## config.mk

```make
export PLATFORM = sky130hd
export DESIGN_NAME = has_service_arbiter
export DESIGN_NICKNAME = d
export VERILOG_FILES = /design/src/rtl/has_service_arbiter.sv
export SDC_FILE = /design/constraint.sdc
export NUM_CORES = 1
export LEC_CHECK = 0
export ABC_AREA = 0
export BUFFER_PORTS_ARGS = -buffer_cell sky130_fd_sc_hd__buf_2
export CAP_MARGIN = 20
export CORE_ASPECT_RATIO = 0.6
export CORE_MARGIN = 2
export CORE_UTILIZATION = 58
export CTS_BUF_LIST = sky130_fd_sc_hd__clkbuf_4 sky130_fd_sc_hd__clkbuf_8 sky130_fd_sc_hd__clkbuf_16
export DETAILED_ROUTE_END_ITERATION = 12
export HOLD_SLACK_MARGIN = 0.15
export PLACE_DENSITY_LB_ADDON = 0.25
export SETUP_SLACK_MARGIN = 0.2
export SLEW_MARGIN = 20
export SYNTH_ARGS = -nofsm -noshare
export SYNTH_HDL_FRONTEND = slang
export SYNTH_SLANG_ARGS = --single-unit
```

## constraint.sdc

```tcl
create_clock -name clk -period 4.8 [get_ports clk]
set_clock_uncertainty 0.15 [all_clocks]
set_input_delay 0.48 -clock clk [delete_from_list [all_inputs] [get_ports clk]]
set_output_delay 0.48 -clock clk [all_outputs]
set_load 0.02 [all_outputs]
```

## src/rtl/has_service_arbiter.sv

```systemverilog
// Six-way service arbiter for a building controller.
// The fire alarm has absolute priority. Starved requesters beat ordinary ones.
// Each grant lasts at most HOLD_MAX cycles and is followed by one GAP cycle
// before arbitration can happen again.
module has_service_arbiter #(
   parameter int HOLD_MAX   = 8,
   parameter int WAIT_MAX   = 12,
   parameter int URGENT_IDX = 2
) (
   input  logic       clk,
   input  logic       rst,
   input  logic [5:0] req,
   output logic [5:0] gnt,
   output logic [2:0] display,
   output logic       busy,
   output logic       forced
);

   typedef enum logic [1:0] {
      IDLE  = 2'd0,
      GRANT = 2'd1,
      GAP   = 2'd2
   } state_t;

   localparam logic [3:0] HOLD_LIM = 4'(HOLD_MAX);
   localparam logic [3:0] WAIT_LIM = 4'(WAIT_MAX);
   localparam logic [2:0] URG      = 3'(URGENT_IDX);

   state_t          state_q, state_d;
   logic [5:0]      gnt_q, gnt_d;
   logic [2:0]      disp_q, disp_d;
   logic            busy_q, busy_d;
   logic            forced_q, forced_d;
   logic [2:0]      gidx_q, gidx_d;
   logic [2:0]      last_q, last_d;
   logic [3:0]      hold_q, hold_d;
   logic [5:0][3:0] wait_q, wait_d;

   logic [5:0] starved;
   logic [3:0] pick_s, pick_n;
   logic [2:0] win;
   logic       hold_to, preempt, release_c;

   // Round-robin search: the first set bit of mask at or after (last+1) mod 6.
   // Result is {found, index}.
   function automatic logic [3:0] rr_pick(input logic [5:0] mask, input logic [2:0] last);
      logic [3:0] r;
      int         idx;
      r = '0;
      for (int k = 5; k >= 0; k--) begin
         idx = (int'(last) + 1 + k) % 6;
         if (mask[idx]) r = {1'b1, 3'(idx)};
      end
      return r;
   endfunction

   // Next-state logic: arbitration, grant hold and release, and the wait counters.
   always_comb begin
      state_d  = state_q;
      gnt_d    = gnt_q;
      disp_d   = disp_q;
      busy_d   = busy_q;
      forced_d = 1'b0;
      gidx_d   = gidx_q;
      last_d   = last_q;
      hold_d   = hold_q;
      wait_d   = wait_q;

      // A requester counts as starved only if it is still requesting at this edge.
      for (int i = 0; i < 6; i++)
         starved[i] = req[i] && (wait_q[i] == WAIT_LIM);
      pick_s = rr_pick(starved, last_q);
      pick_n = rr_pick(req, last_q);
      if (req[URG])      win = URG;
      else if (pick_s[3]) win = pick_s[2:0];
      else                win = pick_n[2:0];

      hold_to   = (hold_q == HOLD_LIM);
      preempt   = req[URG] && (gidx_q != URG);
      release_c = !req[gidx_q] || hold_to || preempt;

      case (state_q)
         GRANT: begin
            if (release_c) begin
               state_d  = GAP;
               gnt_d    = '0;
               disp_d   = '0;
               busy_d   = 1'b0;
               hold_d   = '0;
               forced_d = hold_to || preempt;
            end else begin
               hold_d = hold_q + 4'd1;
            end
         end
         GAP: state_d = IDLE;
         // IDLE, and the unused encoding, which behaves as IDLE.
         default: begin
            state_d = IDLE;
            gnt_d   = '0;
            disp_d  = '0;
            busy_d  = 1'b0;
            hold_d  = '0;
            if (|req) begin
               state_d = GRANT;
               gnt_d   = 6'd1 << win;
               disp_d  = win + 3'd1;
               busy_d  = 1'b1;
               gidx_d  = win;
               last_d  = win;
               hold_d  = 4'd1;
            end
         end
      endcase

      // Wait counters follow the grant currently on the outputs.
      for (int i = 0; i < 6; i++) begin
         if (!req[i] || gnt_q[i])       wait_d[i] = '0;
         else if (wait_q[i] != WAIT_LIM) wait_d[i] = wait_q[i] + 4'd1;
      end
   end

   // State and registered outputs.
   always_ff @(posedge clk or negedge rst) begin
      if (!rst) begin
         state_q  <= IDLE;
         gnt_q    <= '0;
         disp_q   <= '0;
         busy_q   <= 1'b0;
         forced_q <= 1'b0;
         gidx_q   <= '0;
         last_q   <= 3'd5;
         hold_q   <= '0;
         wait_q   <= '0;
      end else begin
         state_q  <= state_d;
         gnt_q    <= gnt_d;
         disp_q   <= disp_d;
         busy_q   <= busy_d;
         forced_q <= forced_d;
         gidx_q   <= gidx_d;
         last_q   <= last_d;
         hold_q   <= hold_d;
         wait_q   <= wait_d;
      end
   end

   assign gnt     = gnt_q;
   assign display = disp_q;
   assign busy    = busy_q;
   assign forced  = forced_q;

endmodule
```

==> summary.md <==
| Metric | Value |
|---|---|
| Wire per inst | `19.5 µm` |
| Top-count cell post-synth | `nor2_1` |
| Synthesized area per cell | `8.20 µm²` |
| Slew Limit Headroom | `39.0%` |
| Layout cell share with drive strength beyond 1 | `29.3%` |
| CP Class | `register to register` |
| Unrepaired setup endpoints after global routing | `true` |
| Crit. Startpoint | `last_q[0]` |
| Half-perimeter wire length after placement | `11100 µm` |
| Worst reg-to-reg setup slack | `0.14 ns` |
| Cell taking the most area after synthesis | `dfrtp_1` |
| Via density | `6.52` |
| Critical path cell sequence | `buf_6 > inv_4 > ha_4 > inv_4 > buf_12 > ha_4 > nand4bb_1 > a2111o_1 > and2_2 > a211oi_4 > a311oi_4 > buf_4 > a21boi_0 > o21ai_0 > a221oi_1 > nor2_1 > o31a_1 > inv_2 > ha_4 > o31ai_4` |
| Cts bufs inserted | `5` |
| Int Pwr | `2.77 mW` |
| Gate power share | `82.3%` |
| CTS tree | `done` |
| Clk slew on worst S/H paths | `0.06 ns` |
| Most common flop cell mapped by yosys | `dfrtp_1` |
| Fmax | `0.214 GHz` |
| Crit start category | `register` |
| Pwr dens | `859 mW/mm²` |
| Critical path endpoint category | `register` |
| Seq/Total Area, Yosys | `22.6%` |
| Synth async-reset ratio | `100%` |
| Sequential power share | `10.5%` |
| Clk buf depth | `2` |
| Crit Reg-Reg Endpoint | `display[2]` |
| Top cell family by delay on the critical path | `compound AO/OA/AOI/OAI gates` |
| P_sw | `2.74 mW` |
| Initial drt markers | `516` |
| R2r worst-path depth | `20` |
| Mapped Area | `0.00510 mm²` |
| Largest net degree at the start of global routing | `47` |
| EDFF count, synth | `0` |
| Final slew viol count | `0` |
| First-pass GRT wire length | `23900 µm` |
| Worst-Skew Late Latency | `0.29 ns` |
| Io pins | `19` |
| Leakage Power | `2.76 nW` |
| Clk sinks | `46` |
| DRT antenna net count | `0` |
| Yosys reg bits | `46` |
| Sw frac | `49.7%` |
| Root Buffer | `clkbuf_16` |
| Reg2reg start | `last_q[0]` |
| Final TNS setup | `0 ns` |
| # setup viols final | `0` |
| Crit Path Max Fanout | `7` |
| Die Span Y | `76.6 µm` |
| Core Area | `0.00852 mm²` |
| Final Hold Viols | `0` |
| Net count, final | `735` |
| Setup ws final | `0.137 ns` |
| Slowest-stage cell, CP | `dfstp_2` |
| Hold path cells | `1` |
| CTS H-Tree Depth | `2` |
| Mapped Cells | `622` |
| Final min period | `4.66 ns` |
| Non-Filler Instances | `798` |
| Cell Area, Placed | `0.00559 mm²` |
| Drt total wl | `15600 µm` |
| Pwr Total | `5.52 mW` |
| Worst Path Required | `4.84 ns` |
| First-pass DRT Iterations | `5` |
| Tcrit/Tclk final | `97.1%` |
| Vias | `5202` |
| Status | `completed` |
| WP data arrival | `4.71 ns` |
| Area contributors post-synth | `dfrtp_1 (22%), ha_1 (10%), mux2i_1 (5.1%)` |
| Total die area | `0.00958 mm²` |
| Worst-margin pin slew | `0.906 ns` |
| Clock network fraction of design power | `7.2%` |
| Worst slack, placed | `0.0126 ns` |
| Starting Density | `59.8%` |
| Number of global-route vias before repair | `4609` |
| Peak supply drop | `0.506 mV` |
| Final core utilization | `75.3%` |
| Top cells by count, synth | `nor2_1 (66), nand2_1 (51), dfrtp_1 (44)` |
| Max Cap Viol | `0` |
| Crit path depth | `20` |
| Total Routing Usage GR | `30.6%` |
| CP bufs+invs | `6` |
| Hold crit path type | `register to register` |
| Hold Worst Slack | `0.332 ns` |
| CP dominant cell by count | `ha_4` |
| Chip width | `125 µm` |
| Yosys warnings | `0` |
| Initial antenna violation count | `0` |
| N_diodes | `0` |
| Layout area overhead | `25.9%` |
| Unique masters post-synth | `92` |
| Residual DRC | `0` |
| Design area | `0.00642 mm²` |
| Placed cell count | `760` |
| Top-area cell type share of the netlist area | `21.6%` |
| Std-Cell Rows | `26` |
| Critical Path Max Stage Delay | `0.56 ns` |
| GR Overflow Total | `0` |
| # port buffers | `18` |
| GPL Wtd Cong | `1.01` |
| Syn Nets | `671` |
| Worst setup path end | `display[2]` |
-- logic make-up (layout without fill, tap and decap cells) --
group	Yosys count	count (layout)	synth area share [%]
flops	46	46	22.6
simple gates	255	255	25.9
fa+ha+maj	41	41	10.1
compound gates	166	166	25.1
mux	33	33	6.95
xor+xnor	17	17	3.58
buf+inv	64	128	5.77
-- timing repair --
action,4_1_cts,5_1_grt
endpoints found under the setup margin,8,8
buffers inserted,11,19
gates resized for setup,22,60
pin swaps,8,29
hold endpoints to repair,0,44
hold buffers,0,1
cloned,0,0
-- area by class of cell --
type / instances / area [µm²]
Multi-Input combinational cell: 512 / 4150
Fill cell: 574 / 2100
Sequential cell: 46 / 1150
Timing Repair Buffer: 88 / 679
Tap cell: 112 / 140
Clock buffer: 6 / 139
Inverter: 33 / 131
Clock inverter: 1 / 30.0
-- power by group through the flow --
stage | Combinational [mW] | Clock, mW | Sequential (mW)
final | 4.54 | 0.398 | 0.581
after global routing | 4.84 | 0.419 | 0.593
after CTS | 3.85 | 0.401 | 0.576
after detailed placement | 3.67 | 0 | 0.577
after global placement | 3.59 | 0 | 0.569
after floorplan | 2.67 | 0 | 0.600
-- worst min-delay path by stage --
| stage | slack, ns | endpoint | startpoint |
|---|---|---|---|
| 2_1_floorplan | 0.03 | busy | rst |
| 3_3_place_gp | 0.31 | busy | busy |
| 3_5_place_dp | 0.32 | busy | busy |
| 4_1_cts | 0.25 | wait_q[9] | rst |
| 5_1_grt | 0.36 | busy | busy |
| 6_report | 0.33 | busy | busy |
-- layer usage --
layer | GRT usage (%) | up-vias | share of wire (%)
li1 | - | 2401 | -
met4 | 4.00 | 0 | 0.85
met3 | 6.39 | 22 | 9.0
met1 | 47.4 | 2525 | 46
met5 | 0 | - | 0
met2 | 44.7 | 254 | 44
-- flip-flops by register name, indices dropped and copies added, names as in the netlist --
| signal | count |
|---|---|
| wait_q | 24 |
| gnt | 6 |
| hold_q | 4 |
| display | 3 |
| gidx_q | 3 |
| last_q | 2 |
| state_q | 2 |
| busy | 1 |
| forced | 1 |
-- cell usage in the layout, fill, tap and decap left out, types with 20 or more instances in the layout --
cell      instances
nand2b_1         20
dfrtp_1          44
buf_4            60
a21oi_1          22
o21ai_0          24
nand2_1          48
mux2i_1          22
inv_1            28
ha_1             27
nand3_1          23
nor2_1           66
-- worst register-to-register path, cell delays in order (launching register included) --
cell       delay, ns
dfstp_2         0.56
buf_6           0.13
inv_4           0.04
ha_4            0.28
inv_4           0.05
buf_12          0.13
ha_4            0.16
nand4bb_1       0.16
a2111o_1        0.47
and2_2          0.27
a211oi_4        0.25
a311oi_4        0.09
buf_4           0.20
a21boi_0        0.17
o21ai_0         0.12
a221oi_1        0.37
nor2_1          0.12
o31a_1          0.28
inv_2           0.17
ha_4            0.24
o31ai_4         0.15
Note: power is estimated with default switching activity, not from simulation.
